[config.mk]
export PLATFORM = sky130hd
export DESIGN_NAME = bcd_display_mux_flat
export DESIGN_NICKNAME = d
export VERILOG_FILES = /design/src/rtl/bcd_display_mux_if.sv /design/src/rtl/bcd_display_mux.sv /design/src/flat_wrapper.sv
export SDC_FILE = /design/constraint.sdc
export NUM_CORES = 1
export LEC_CHECK = 0
export ABC_CLOCK_PERIOD_IN_PS = 1950
export BUFFER_PORTS_ARGS = -buffer_cell sky130_fd_sc_hd__buf_2
export CAP_MARGIN = 30
export CORE_MARGIN = 2
export CORE_UTILIZATION = 55
export CTS_BUF_LIST = sky130_fd_sc_hd__clkbuf_4 sky130_fd_sc_hd__clkbuf_8
export DETAILED_ROUTE_END_ITERATION = 6
export PLACE_DENSITY = 0.75
export SLEW_MARGIN = 0
export SYNTH_ARGS = -nofsm -noshare
export SYNTH_HDL_FRONTEND = slang
export SYNTH_HIERARCHICAL = 1
export SYNTH_SLANG_ARGS = --single-unit
[constraint.sdc]
create_clock -name clk -period 1.95 [get_ports clk]
set_input_delay 0.4875 -clock clk [delete_from_list [all_inputs] [get_ports clk]]
set_output_delay 0.4875 -clock clk [all_outputs]
set_load 0.02 [all_outputs]
[src/rtl/bcd_display_mux_if.sv]
// Digit/dp/brightness inputs and segment/anode outputs of the BCD display mux.
interface bcd_display_mux_if;
  logic [3:0] digit3;
  logic [3:0] digit2;
  logic [3:0] digit1;
  logic [3:0] digit0;
  logic [3:0] dp_in;
  logic [3:0] brightness;
  logic [7:0] seg;
  logic [3:0] an;

  modport master (output digit3, digit2, digit1, digit0, dp_in, brightness,
                  input  seg, an);
  modport slave  (input  digit3, digit2, digit1, digit0, dp_in, brightness,
                  output seg, an);
endinterface

[src/rtl/bcd_display_mux.sv]
// Time-multiplexed 4-digit common-anode seven-segment driver with frame-tear-free
// shadow capture and 16-level PWM. Optional macro: LEADING_ZERO_BLANK_EN.

module bcd_seg_lane (
  input  logic [3:0] digit,
  output logic [6:0] seg7
);
  always_comb begin
    seg7 = 7'b0111111;  // non-BCD shows '-'
    case (digit)
      4'd0: seg7 = 7'b1000000;
      4'd1: seg7 = 7'b1111001;
      4'd2: seg7 = 7'b0100100;
      4'd3: seg7 = 7'b0110000;
      4'd4: seg7 = 7'b0011001;
      4'd5: seg7 = 7'b0010010;
      4'd6: seg7 = 7'b0000010;
      4'd7: seg7 = 7'b1111000;
      4'd8: seg7 = 7'b0000000;
      4'd9: seg7 = 7'b0010000;
      default: seg7 = 7'b0111111;
    endcase
  end
endmodule

module bcd_display_mux #(
  parameter int REFRESH_DIV = 100000
) (
  input  logic             clk,
  input  logic             reset,
  bcd_display_mux_if.slave bus
);
  localparam int NUM_DIGITS = 4;
  localparam int RCW = $clog2(REFRESH_DIV);
  localparam logic [RCW-1:0] RLAST = RCW'(REFRESH_DIV - 1);

  logic [RCW-1:0]                 rcnt;
  logic [1:0]                     idx;
  logic                           primed;
  logic [NUM_DIGITS-1:0][3:0]     dig_in;
  logic [NUM_DIGITS-1:0][3:0]     sh_dig;
  logic [NUM_DIGITS-1:0]          sh_dp;
  logic [3:0]                     sh_br;
  logic [NUM_DIGITS-1:0][6:0]     dec;
  logic [NUM_DIGITS-1:0][6:0]     glyph;
  logic                           slot_end;
  logic                           load;
  logic                           lit;
  logic [7:0]                     seg_nxt, seg_q;
  logic [3:0]                     an_nxt, an_q;

  assign dig_in   = {bus.digit3, bus.digit2, bus.digit1, bus.digit0};
  assign slot_end = (rcnt == RLAST);
  assign load     = !primed || (slot_end && idx == 2'd3);

  // The priming edge only captures the shadow; the scan starts counting after it.
  always_ff @(posedge clk or posedge reset) begin
    if (reset) begin
      rcnt   <= '0;
      idx    <= '0;
      primed <= 1'b0;
      sh_dig <= '0;
      sh_dp  <= '0;
      sh_br  <= '0;
    end else begin
      primed <= 1'b1;
      if (load) begin
        sh_dig <= dig_in;
        sh_dp  <= bus.dp_in;
        sh_br  <= bus.brightness;
      end
      if (primed) begin
        rcnt <= slot_end ? '0 : rcnt + 1'b1;
        if (slot_end) idx <= idx + 2'd1;
      end
    end
  end

  for (genvar g = 0; g < NUM_DIGITS; g++) begin : g_lane
    bcd_seg_lane u_lane (.digit(sh_dig[g]), .seg7(dec[g]));
  end

`ifdef LEADING_ZERO_BLANK_EN
  always_comb begin
    glyph = dec;
    if (sh_dig[3] == 4'd0) begin
      glyph[3] = 7'h7F;
      if (sh_dig[2] == 4'd0) glyph[2] = 7'h7F;
    end
  end
`else
  assign glyph = dec;
`endif

  always_comb begin
    lit     = primed && (rcnt[3:0] <= sh_br);
    seg_nxt = primed ? {~sh_dp[idx], glyph[idx]} : 8'hFF;
    an_nxt  = lit ? ~(4'b0001 << idx) : 4'b1111;
  end

  always_ff @(posedge clk or posedge reset) begin
    if (reset) begin
      seg_q <= 8'hFF;
      an_q  <= 4'b1111;
    end else begin
      seg_q <= seg_nxt;
      an_q  <= an_nxt;
    end
  end

  assign bus.seg = seg_q;
  assign bus.an  = an_q;
endmodule
[src/flat_wrapper.sv]
// flat-port wrapper written by rule: the top's interface ports become plain ports
module bcd_display_mux_flat 
#(
  parameter int REFRESH_DIV = 100000
)
  (clk, reset, bus_digit3, bus_digit2, bus_digit1, bus_digit0, bus_dp_in, bus_brightness, bus_seg, bus_an);
  bcd_display_mux_if bus_i ();
  input  logic clk;
  input  logic reset;
  input wire logic [$bits(bus_i.digit3)-1:0] bus_digit3;
  input wire logic [$bits(bus_i.digit2)-1:0] bus_digit2;
  input wire logic [$bits(bus_i.digit1)-1:0] bus_digit1;
  input wire logic [$bits(bus_i.digit0)-1:0] bus_digit0;
  input wire logic [$bits(bus_i.dp_in)-1:0] bus_dp_in;
  input wire logic [$bits(bus_i.brightness)-1:0] bus_brightness;
  output wire logic [$bits(bus_i.seg)-1:0] bus_seg;
  output wire logic [$bits(bus_i.an)-1:0] bus_an;
  assign bus_i.digit3 = bus_digit3;
  assign bus_i.digit2 = bus_digit2;
  assign bus_i.digit1 = bus_digit1;
  assign bus_i.digit0 = bus_digit0;
  assign bus_i.dp_in = bus_dp_in;
  assign bus_i.brightness = bus_brightness;
  assign bus_seg = bus_i.seg;
  assign bus_an = bus_i.an;
  bcd_display_mux #(.REFRESH_DIV(REFRESH_DIV)) u_core (.clk(clk), .reset(reset), .bus(bus_i));
endmodule
# After elaboration in Yosys (flattened, before gate mapping)
# Memory sizes are Yosys's and may differ from the RTL's.
# Cells that the tools add are included.
[classes] n_addsub=2 order_cmp=2 eq_ne=2 shift=1 mux=7 bitwise=2 n_reduce_logical=5
[op_table] op="$add A17 B1 Y17 const B" count=1
[op_table] op="$eq A17 B17 Y1 const B" count=1
[op_table] op="$mux W17" count=1
[op_table] op="$bmux W7 S2" count=1
[op_table] op="$mux W8" count=1
[op_table] op="$mux W7" count=1
[op_table] op="$le A4 B4 Y1" count=1
[op_table] op="$mux W4" count=1
[op_table] op="$not A4 Y4" count=1
[op_table] op="$shl A1 B2 Y4 const A" count=1
[op_table] op="$lt A2 B3 Y1 const B" count=1
[op_table] op="$add A2 B1 Y2 const B" count=1
[op_table] op="$bmux W1 S2" count=1
[op_table] op="$eq A2 B2 Y1 const B" count=1
[op_table] op="$logic_and A1 B1 Y1" count=2
[op_table] op="$reduce_and A2 Y1" count=1
[op_table] op="$logic_not A1 Y1" count=1
[op_table] op="$logic_or A1 B1 Y1" count=1
[op_table] op="$mux W1" count=1
[op_table] op="$not A1 Y1" count=1
[totals] regBits=56 rom_bits=448 input_bits=26 output_inout_bits=12 word_cells=36 mem_count=4
[memory_table] name="(name not given)" depth=16 word_bits=7 rd=1 rd_ports_with_merged_regs=0 wr=0 line_no="bcd_display_mux.sv:10" source="case (digit)"
[memory_table] name="(name not given)" depth=16 word_bits=7 rd=1 rd_ports_with_merged_regs=0 wr=0 line_no="bcd_display_mux.sv:10"
[memory_table] name="(name not given)" depth=16 word_bits=7 rd=1 rd_ports_with_merged_regs=0 wr=0 line_no="bcd_display_mux.sv:10"
[memory_table] name="(name not given)" depth=16 word_bits=7 rd=1 rd_ports_with_merged_regs=0 wr=0 line_no="bcd_display_mux.sv:10"

# Longest topological paths before layout
# Gate-level depths: netlist of run 1.
[logic_depth] depth_word=4 depth_mapped=6 ltp_nobuf=6

# Cells and area by module
# The synthesis of run 1 kept the hierarchy.
[by_module_without_submodules] mod="bcd_display_mux" instances=1 cells_each=206 area_per_inst_um2=2635.0 seq_area_each_um2=1416.4
[by_module_without_submodules] mod="bcd_seg_lane" instances=4 cells_each=31 area_per_inst_um2=240.2 seq_area_each_um2=0.0

# Worst setup path before layout of run 1
# Ideal clock, no wire load.
[synth_path] path_kind="reg-to-reg" startpoint="reg u_core.rcnt[12]" endpoint="reg u_core/sh_dig[10] in the netlist's numbering" setup_time_ps=125 t_arrival_ps=1563 t_required_ps=1825 setup_slack_ps=262 stages_incl_launch_ff=6 n_path_buf=1 synth_period_minus_slack_ps=1688 path_cell_list="dfrtp_1 -> nor4_2 -> nand3_2 -> o21ai_4 -> buf_6 -> mux2_2"
[synth_via] elab_chain_cells=3
[synth_lines] element="from (decl)" line_no="bcd_display_mux.sv:37" source="logic [RCW-1:0] rcnt;"
[synth_lines] element="from (signal assigned)" line_no="bcd_display_mux.sv:73" source="rcnt <= slot_end ? '0 : rcnt + 1'b1;"
[synth_lines] element="$eq A17 B17 Y1" line_no="bcd_display_mux.sv:53" source="assign slot_end = (rcnt == RLAST);"
[synth_lines] element="$logic_and A1 B1 Y1" line_no="bcd_display_mux.sv:54" source="assign load = !primed || (slot_end && idx == 2'd3);"
[synth_lines] element="$logic_or A1 B1 Y1" line_no="bcd_display_mux.sv:54"
[synth_lines] element="to (signal assigned)" line_no="bcd_display_mux.sv:68" source="sh_dig <= dig_in;"
[synth_lines] element="to (decl)" line_no="bcd_display_mux.sv:41" source="logic [NUM_DIGITS-1:0][3:0] sh_dig;"
# Every way passes these cells.
# A chain may end at the register's enable or synchronous reset.

==> reports/qor.yml, run 1 <==
status: "finished, final reports clean"
end_kind: "register"
antenna_found_initial: 0
cts_tree: "yes"
initial_core_util_pct: 56.6
place_hpwl_um: 4880
drtIter0Drc: 138
p_per_area_nw_per_um2: 760
max_freq_mhz: 545
clk_pin_slew_ns: 0.11
rsz0062_at_grt: "no"
r2r_end: "u_core/bus.seg[0]"
irDropWorstVdd_mv: 0.464
ant_nets: 0
core-area_um2: 6350
slew_viol_final: 0
top_level_ports: 38
yosys.area.top_type_share_pct: 30.6
post-route-drc-count: 0
antenna_cells: 0
via_per_inst: 5.57
vias: 2475
wl_per_cell_um: 15.0
synthTopCellsByArea: "dfrtp_1, ha_1, dfstp_2"
finalHoldViolations: 0
cts_root_buffer: "clkbuf_8"
power.share.clock_pct: 22.0
grt.overflow.total: 0
switching_share_pct: 32.9
synth_most_common_cell: "dfrtp_1"
cts_made_buffers: 5
track_usage_pct: 19.8
cts_max_level: 2
firstDrtPassIters: 4
nets: 421
power.share.sequential_pct: 51.5
io_buffers: 37
worstReg2RegStart: "u_core/sh_dig[1]"
pwr-share-comb_pct: 26.4
die_x_um: 84.9
finalNonFillerCells: 444
placedCellCount: 436
syn_to_final_growth_pct: 8.80
clockBufferDepth: 2
holdBufCountCts: 0
dieHeight_um: 84.9
drv_cap: 0
period_minus_slack_ns: 1.83
path_class: "register to register"
avgSynthCellArea_um2: 10.9
hp-class: "primary input to async pin"
synthCells: 330
p_switching_mw: 0.979
synth.cell_area_um2: 3600
r2r_cells: 6
synth_ff_type: "dfrtp_1"
power.static_leakage_nw: 1.85
grt_max_degree: 57
synth_warnings: 6
clkLatencyLatePin_ns: 0.31
syn_nets: 385
arrival_ns: 2.07
tns_ns: 0
rrSetupSlack_ns: 0.12
p_int_mw: 2.00
critPathLaunchType: "register"
drive_gt1_share_pct: 30.2
gp_congestion: 0.829
synth.distinct_cells: 45
async_flop_share_pct: 100
worstPathRequired_ns: 2.19
fin_skew_ns: 0.0122
grt_pass1_wl_um: 11500
wl_um: 6650
yosysSeqAreaShare_pct: 39.4
die_area_um2: 7200
setup_violations: 0
rows: 29
cts_sinks: 56
ys_ff_latch: 56
fin_crit_sh_pct: 94.1
cp_max_fo: 8
synthTopCellsByCount: "dfrtp_1, ha_1, nor2_1"
synth_top_cell_by_area: "dfrtp_1"
grt_pass1_vias: 2544
synth_edf_count: 0
sequential cells by signal, summed over array words and instances (netlist names):
signal and count:
u_core/rcnt 17, u_core/sh_dp 4, u_core/sh_dig 16, u_core/sh_br 4, u_core/bus.seg 8, u_core/primed 1, u_core/bus.an 4, u_core/idx 2
through the flow:
step	cell area [µm²]	hold WS (ns)	setup slack, ns	power, mW	util (%)
3_5_place_dp	3820	0.496	0.110	2.34	60.1
2_1_floorplan	3600	0.466	0.111	2.14	-
3_3_place_gp	3820	0.485	0.151	2.28	60.1
5_1_grt	3910	0.242	0.0226	3.17	61.6
6_report	3910	0.210	0.115	2.98	61.6
4_1_cts	3910	0.223	0.0898	3.00	61.6
power groups by stage:
stage / registers (mW) / clock network, mW / logic, mW
after detailed placement: 1.55 / 0 / 0.792
after CTS: 1.53 / 0.681 / 0.796
final: 1.53 / 0.656 / 0.787
after global placement: 1.53 / 0 / 0.747
after global routing: 1.56 / 0.725 / 0.883
after floorplan: 1.51 / 0 / 0.629
metal layers:
| metal | up-vias | GRT usage [%] | part of all wire, % |
|---|---|---|---|
| li1 | 1198 | - | - |
| met1 | 1237 | 25.6 | 44 |
| met2 | 30 | 34.8 | 52 |
| met3 | 10 | 2.43 | 2.2 |
| met4 | 0 | 6.35 | 1.7 |
| met5 | - | 0 | 0 |
cell usage in the layout (no fill, tap or decap), drive strengths merged, types with 2 or more instances in the layout:
cell / count
nor2: 28
mux2i: 6
nand2: 16
nor3: 3
o21ai: 6
and2b: 8
and3: 4
a21o: 6
dfstp: 12
or2b: 4
clkbuf: 6
and4: 2
nand4: 5
or2: 4
xor2: 8
a22oi: 8
nor3b: 4
mux4: 8
buf: 44
nor2b: 5
inv: 23
a31oi: 4
nand2b: 11
mux2: 25
o31ai: 4
ha: 29
and3b: 4
nand3: 8
a21oi: 13
dfrtp: 44
xnor2: 7
worst max path at each step:
stage | from | to | slack (ns) | cells after the start
after floorplan | reset | u_core/idx[0] | 0.11 | 1
after global placement | u_core/sh_dig[1] | u_core/bus.seg[0] | 0.15 | 6
after detailed placement | u_core/sh_dig[13] | u_core/bus.seg[0] | 0.11 | 6
after CTS | u_core/sh_dig[13] | u_core/bus.seg[0] | 0.09 | 6
after global routing | u_core/sh_dig[1] | u_core/bus.seg[0] | 0.02 | 6
final | u_core/sh_dig[1] | u_core/bus.seg[0] | 0.12 | 6
kinds of logic (layout without fill, tap and decap cells):
kind of cell	after synthesis	after routing	synth area share [%]
AO/OA/AOI/OAI	42	42	7.62
XOR/XNOR	15	15	3.65
adder cells (fa/ha/maj)	29	29	10.1
buffers and inverters	38	75	6.19
flip-flops	56	56	39.4
multiplexers	39	39	14.5
other	1	1	0.104
AND/OR/NAND/NOR	110	110	18.4
layout make-up:
class	instances	area (µm²)
Fill cell	526	2440
Multi-Input combinational cell	236	1960
Sequential cell	56	1420
Timing Repair Buffer	44	263
Tap cell	77	96.3
Inverter	23	86.3
Clock buffer	6	76.3
Clock inverter	2	16.3
worst max-delay path: stages, from the launching register on:
cell,delay (ns)
dfrtp_1,0.53
inv_1,0.13
ha_1,0.19
mux2i_1,0.19
a22oi_1,0.11
mux4_2,0.46
nand2b_1,0.15
what timing repair did:
item	4_1_cts	5_1_grt
setup endpoints to repair	0	2
setup buffers	0	0
resized for setup	0	1
(Power assumes the default switching activity.)
==> run 2: changes to the inputs <==
- CORE_UTILIZATION: 55 -> 47
- CTS_CLUSTER_SIZE: unset -> 25
- PLACE_DENSITY: 0.75 -> 0.66
==> run 2 against run 1 <==
Compared with the run above:
- critical path depth did not move
- setup slack got worse by 0.0065 ns
- wire length up 0.14%
- non-clock buffer count grew 3
- clock-buffer cell count fell by 1
- via count is 2.4% lower
- register-to-register slack barely moved
- utilization shrank 7.6 points
- critical path type unchanged
- critical endpoint is now u_core/bus.seg[1]
- largest cell class unchanged
==> reports/qor.yml, run 2 (synthesis results as in run 1) <==
worstPathRequired_ns: 2.19  # about the same
drtIter0Drc: 92  # -33%
place_hpwl_um: 5070  # +3.7%
track_usage_pct: 17.4  # -2.4 points
via_per_inst: 5.15  # -7.6%
grt.overflow.total: 0  # unchanged
slew_viol_final: 0  # unchanged
wl_um: 6650  # +0.14%
syn_to_final_growth_pct: 10.2
largest_register_ff_count: 17  # unchanged
p_int_mw: 1.98  # -0.64%
path_cells: "inv_1 -> ha_1 -> nor2_1 -> nor2_1 -> mux4_2 -> nand2b_1"
rrSetupSlack_ns: 0.11  # about the same
arrival_ns: 2.08  # about the same
cts_made_buffers: 5  # unchanged
cp_max_fo: 8  # unchanged
tns_ns: 0  # unchanged
finalHoldViolations: 0  # unchanged
top_level_ports: 38  # unchanged
p_switching_mw: 0.972  # -0.71%
final_cell_mix: "dfrtp_1, buf_2, ha_1, nor2_1, mux2_2"
vias: 2416  # -2.4%
path_delay_family: "flip-flops"
drv_cap: 0  # unchanged
initial_core_util_pct: 49.1  # -7.6 points
setup_violations: 0  # unchanged
cts_tree: "yes"
r2r_cells: 6  # unchanged
antenna_cells: 0  # unchanged
pwr-share-comb_pct: 26.5  # about the same
irDropWorstVdd_mv: 0.335  # -28%
clockBufferDepth: 2  # unchanged
cts_root_buffer: "clkbuf_8"
end_kind: "register"
post-route-drc-count: 0  # unchanged
antenna_found_initial: 0  # unchanged
cts_max_level: 2  # unchanged
cts_sinks: 56  # unchanged
power.share.clock_pct: 22.0  # about the same
die_area_um2: 8370  # +16%
core-area_um2: 7330  # +15%
power.static_leakage_nw: 1.86  # +0.71%
fin_crit_sh_pct: 94.4  # +0.33 points
rows: 31  # +6.9%
cpMostUsedCell: "nor2_1"
status: "finished, final reports clean"
cp_slowest_cell: "dfrtp_1"
rsz0062_at_grt: "no"
grt_pass1_vias: 2422  # -4.8%
power_mw: 2.96  # -0.66%
max_stage_delay_ns: 0.54  # about the same
regMostFlops: "u_core/rcnt"
p_per_area_nw_per_um2: 746  # -1.9%
r2r_end: "u_core/bus.seg[1]"
clkLatencyLatePin_ns: 0.31  # about the same
io_buffers: 37  # unchanged
ant_nets: 0  # unchanged
nets: 424  # +0.71%
max_freq_mhz: 543  # -0.35%
hp-class: "primary input to async pin"
grt_pass1_wl_um: 11700  # +1.4%
grt_max_degree: 20  # -65%
holdBufCountCts: 0  # unchanged
power.share.sequential_pct: 51.6  # about the same
gp_congestion: 0.823  # -0.71%
period_minus_slack_ns: 1.84  # +0.00649 ns
path_buf_inv: 1  # unchanged
nFillCells: 658  # +25%
die_x_um: 91.5  # +7.8%
clk_pin_slew_ns: 0.11  # about the same
drive_gt1_share_pct: 31.1  # +0.84 points
hold_slack_ns: 0.130  # -0.0803 ns
dieHeight_um: 91.5  # +7.8%
critPathLaunchType: "register"
worstReg2RegStart: "u_core/sh_dig[5]"
final_common_cell: "dfrtp_1"
firstDrtPassIters: 4  # unchanged
switching_share_pct: 32.9  # about the same
fin_skew_ns: 0.00731  # -0.00484 ns
path_class: "register to register"
wl_per_cell_um: 14.2  # -5.2%
==> run 2: changes by cell type in the layout (fill, tap and decap cells not counted), sizes merged <==
cell    delta
buf        +3
inv        +1
clkbuf     -1
==> run 2: metal layers <==
| layer | global-route usage (%) | wire length [µm] | vias to the layer above |
|---|---|---|---|
| met2 | 27.8 | 3210 | 29 |
| met1 | 24.6 | 3220 | 1182 |
| met3 | 2.57 | 168 | 5 |
| met5 | 0 | 0 | - |
| li1 | - | - | 1200 |
| met4 | 4.92 | 55 | 0 |
==> run 2: worst max-delay path by stage <==
stage,start,end,cells after the start
2_1_floorplan,reset,u_core/idx[0],1
3_3_place_gp,u_core/sh_dig[1],u_core/bus.seg[0],6
3_5_place_dp,u_core/sh_dig[1],u_core/bus.seg[0],6
4_1_cts,u_core/sh_dig[1],u_core/bus.seg[0],6
5_1_grt,u_core/sh_dig[9],u_core/bus.seg[3],6
6_report,u_core/sh_dig[5],u_core/bus.seg[1],6
==> run 2: what timing repair did <==
| item | CTS | global route |
|---|---|---|
| endpoints found under the setup margin | 0 | 2 |
| setup buffers | 0 | 0 |
| resized for setup | 0 | 2 |
==> run 2: stage by stage <==
step	utilization, %	instances	cell area [µm²]	setup WS (ns)
after floorplan	-	330	3600	0.111
after global placement	52.8	461	3870	0.145
after detailed placement	52.8	461	3870	0.112
after CTS	54.0	469	3960	0.0922
after global routing	54.0	469	3960	0.0121
final	54.0	469	3960	0.109
==> run 2: power groups by stage <==
stage / Combinational, mW / Clock, mW / Sequential (mW)
floorplan: 0.629 / 0 / 1.51
global placement: 0.755 / 0 / 1.54
detailed placement: 0.789 / 0 / 1.54
CTS: 0.791 / 0.670 / 1.52
global route: 0.899 / 0.718 / 1.56
finish: 0.782 / 0.649 / 1.52
==> run 2: layout make-up <==
cell class / count / area [µm²] / area share, %
Clock buffer: 5 / 68.8 / 1.74
Clock inverter: 3 / 21.3 / 0.537
Inverter: 23 / 86.3 / 2.18
Multi-Input combinational cell: 236 / 1960 / 49.4
Sequential cell: 56 / 1420 / 35.8
Tap cell: 99 / 124 / 3.13
Timing Repair Buffer: 47 / 285 / 7.20
==> run 3: changes to the inputs <==
- CELL_PAD_IN_SITES_DETAIL_PLACEMENT: unset -> 0
- CELL_PAD_IN_SITES_GLOBAL_PLACEMENT: unset -> 1
- PLACE_DENSITY: 0.66 -> unset
- PLACE_DENSITY_LB_ADDON: unset -> 0.1
==> run 3 against run 2 <==
Compared with the run above:
- critical path type unchanged
- clock skew about the same
- largest cell class unchanged
- highest routed layer unchanged
- non-clock buffer count stayed put
- wire length decreased by 1.4%
- setup slack better by 0.038 ns
- die area unchanged
- clock-buffer cell count rose by 1
- first-iteration DRC count decreased by 13%
- utilization hardly changed
- final cell count is the same
- critical path depth shrank 1
==> reports/qor.yml, run 3 (synthesis results as in run 1) <==
status: "finished, final reports clean"
grt_max_degree: 44  # +120%
grt_pass1_vias: 2336  # -3.6%
initial_core_util_pct: 49.1  # unchanged
die_area_um2: 8370  # unchanged
pwr-share-comb_pct: 27.0  # +0.5 points
path_buf_inv: 1  # unchanged
syn_to_final_growth_pct: 10.2  # about the same
die_x_um: 91.5  # unchanged
clkLatencyLatePin_ns: 0.31  # about the same
core-area_um2: 7330  # unchanged
path_delay_family: "simple AND/OR/NAND/NOR gates"
worstReg2RegStart: "u_core/rcnt[12]"
grt.overflow.total: 0  # unchanged
dieHeight_um: 91.5  # unchanged
wl_um: 6560  # -1.4%
rsz0062_at_grt: "no"
track_usage_pct: 17.4  # +0.040 points
r2r_cells: 5  # -1
power.share.clock_pct: 22.4  # +0.4 points
switching_share_pct: 32.6  # -0.27 points
grt_pass1_wl_um: 11500  # -1.2%
cts_root_buffer: "clkbuf_8"
place_hpwl_um: 4910  # -3.1%
post-route-drc-count: 0  # unchanged
arrival_ns: 2.01  # -0.07 ns
top_level_ports: 38  # unchanged
clk_pin_slew_ns: 0.10  # about the same
nets: 424  # unchanged
p_switching_mw: 0.972  # about the same
irDropWorstVdd_mv: 0.328  # -2.0%
clockBufferDepth: 2  # unchanged
rows: 31  # unchanged
max_freq_mhz: 555  # +2.1%
final_common_cell: "dfrtp_1"
fin_skew_ns: 0.00746  # +0.000149 ns
grtUsageMet3_pct: 3.32  # +0.75 points
place_ws_ns: 0.132  # +0.0198 ns
use_met1_pct: 25.9  # +1.3 points
fin_crit_sh_pct: 92.5  # -2.0 points
path_class: "register to register"
vias: 2393  # -0.95%
largest_register_ff_count: 17  # unchanged
drtIter0Drc: 80  # -13%
drv_cap: 0  # unchanged
power.static_leakage_nw: 1.86  # about the same
setup_ws_ns: 0.147  # +0.0383 ns
gp_congestion: 0.794  # -3.6%
ant_nets: 0  # unchanged
cts_sinks: 56  # unchanged
via_per_inst: 5.10  # -0.95%
finalHoldViolations: 0  # unchanged
hp-class: "primary input to async pin"
regMostFlops: "u_core/rcnt"
path_cells: "nor4_2 -> nand3_2 -> o21ai_4 -> buf_12 -> mux2_2"
io_buffers: 37  # unchanged
hold_slack_ns: 0.110  # -0.0195 ns
final_cell_mix: "dfrtp_1, buf_2, ha_1, nor2_1, mux2_2"
antenna_found_initial: 0  # unchanged
critPathLaunchType: "register"
slew_viol_final: 0  # unchanged
cts_max_level: 2  # unchanged
tns_ns: 0  # unchanged
p_int_mw: 2.01  # +1.3%
wl_per_cell_um: 14.0  # -1.4%
use_met2_pct: 25.7  # -2.1 points
setup_violations: 0  # unchanged
worstPathRequired_ns: 2.15  # -0.04 ns
drive_gt1_share_pct: 31.1  # unchanged
max_stage_delay_ns: 0.45  # -0.09 ns
cp_slowest_cell: "dfrtp_1"
grt.busiest_layer: "met1"
power.share.sequential_pct: 50.6  # -1.0 points
period_minus_slack_ns: 1.80  # -0.0383 ns
rrSetupSlack_ns: 0.15  # +0.04 ns
antenna_cells: 0  # unchanged
p_per_area_nw_per_um2: 752  # +0.81%
end_kind: "register"
r2r_end: "u_core/sh_dig[9]"
firstDrtPassIters: 4  # unchanged
cts_made_buffers: 5  # unchanged
cts_tree: "yes"
cp_max_fo: 24  # +16
## run 3: cell types whose count changed in the layout (fill, tap and decap cells not counted), sizes merged
| cell | change |
|---|---|
| inv | -1 |
| clkbuf | +1 |
## run 3: repair_timing
action,CTS,global route
gates resized for setup,0,2
buffers inserted,0,0
setup endpoints to repair,0,2
hold buffers,0,0
## run 3: per-layer routing
layer,part of all wire (%),wire (µm)
met1,51,3380
met2,43,2850
met3,3.9,254
met4,1.2,78
met5,0,0
## run 3: worst max-delay path by stage
stage	slack [ns]	from	to	cells after the start
2_1_floorplan	0.11	reset	u_core/idx[0]	1
3_3_place_gp	0.14	u_core/sh_dig[9]	u_core/bus.seg[0]	6
3_5_place_dp	0.13	u_core/sh_dig[9]	u_core/bus.seg[0]	6
4_1_cts	0.12	u_core/sh_dig[9]	u_core/bus.seg[0]	6
5_1_grt	0.006	u_core/sh_dig[1]	u_core/bus.seg[3]	6
6_report	0.15	u_core/rcnt[12]	u_core/sh_dig[9]	5
## run 3: area by class of cell
type	count	area, µm²
timing repair buffer	47	285
tap	99	124
multi-input combinational	236	1960
clock inverter	2	16.3
fill	678	3370
sequential	56	1420
inverter	23	86.3
clock buffer	6	76.3
## run 3: power groups by stage
stage                     Combinational, mW  Sequential (mW)  Clock [mW]
after detailed placement              0.813             1.53           0
after global placement                0.804             1.53           0
after global routing                  0.924             1.54       0.747
final                                 0.806             1.51       0.667
after floorplan                       0.629             1.51           0
after CTS                             0.817             1.51       0.695
## run 3: per-stage QoR
step	total power, mW	utilization [%]	cell area [µm²]	cells
after detailed placement	2.34	52.8	3870	461
after CTS	3.02	54.0	3960	469
after global placement	2.33	52.8	3870	461
final	2.98	54.1	3960	469
after floorplan	2.14	-	3600	330
after global routing	3.21	54.1	3960	469
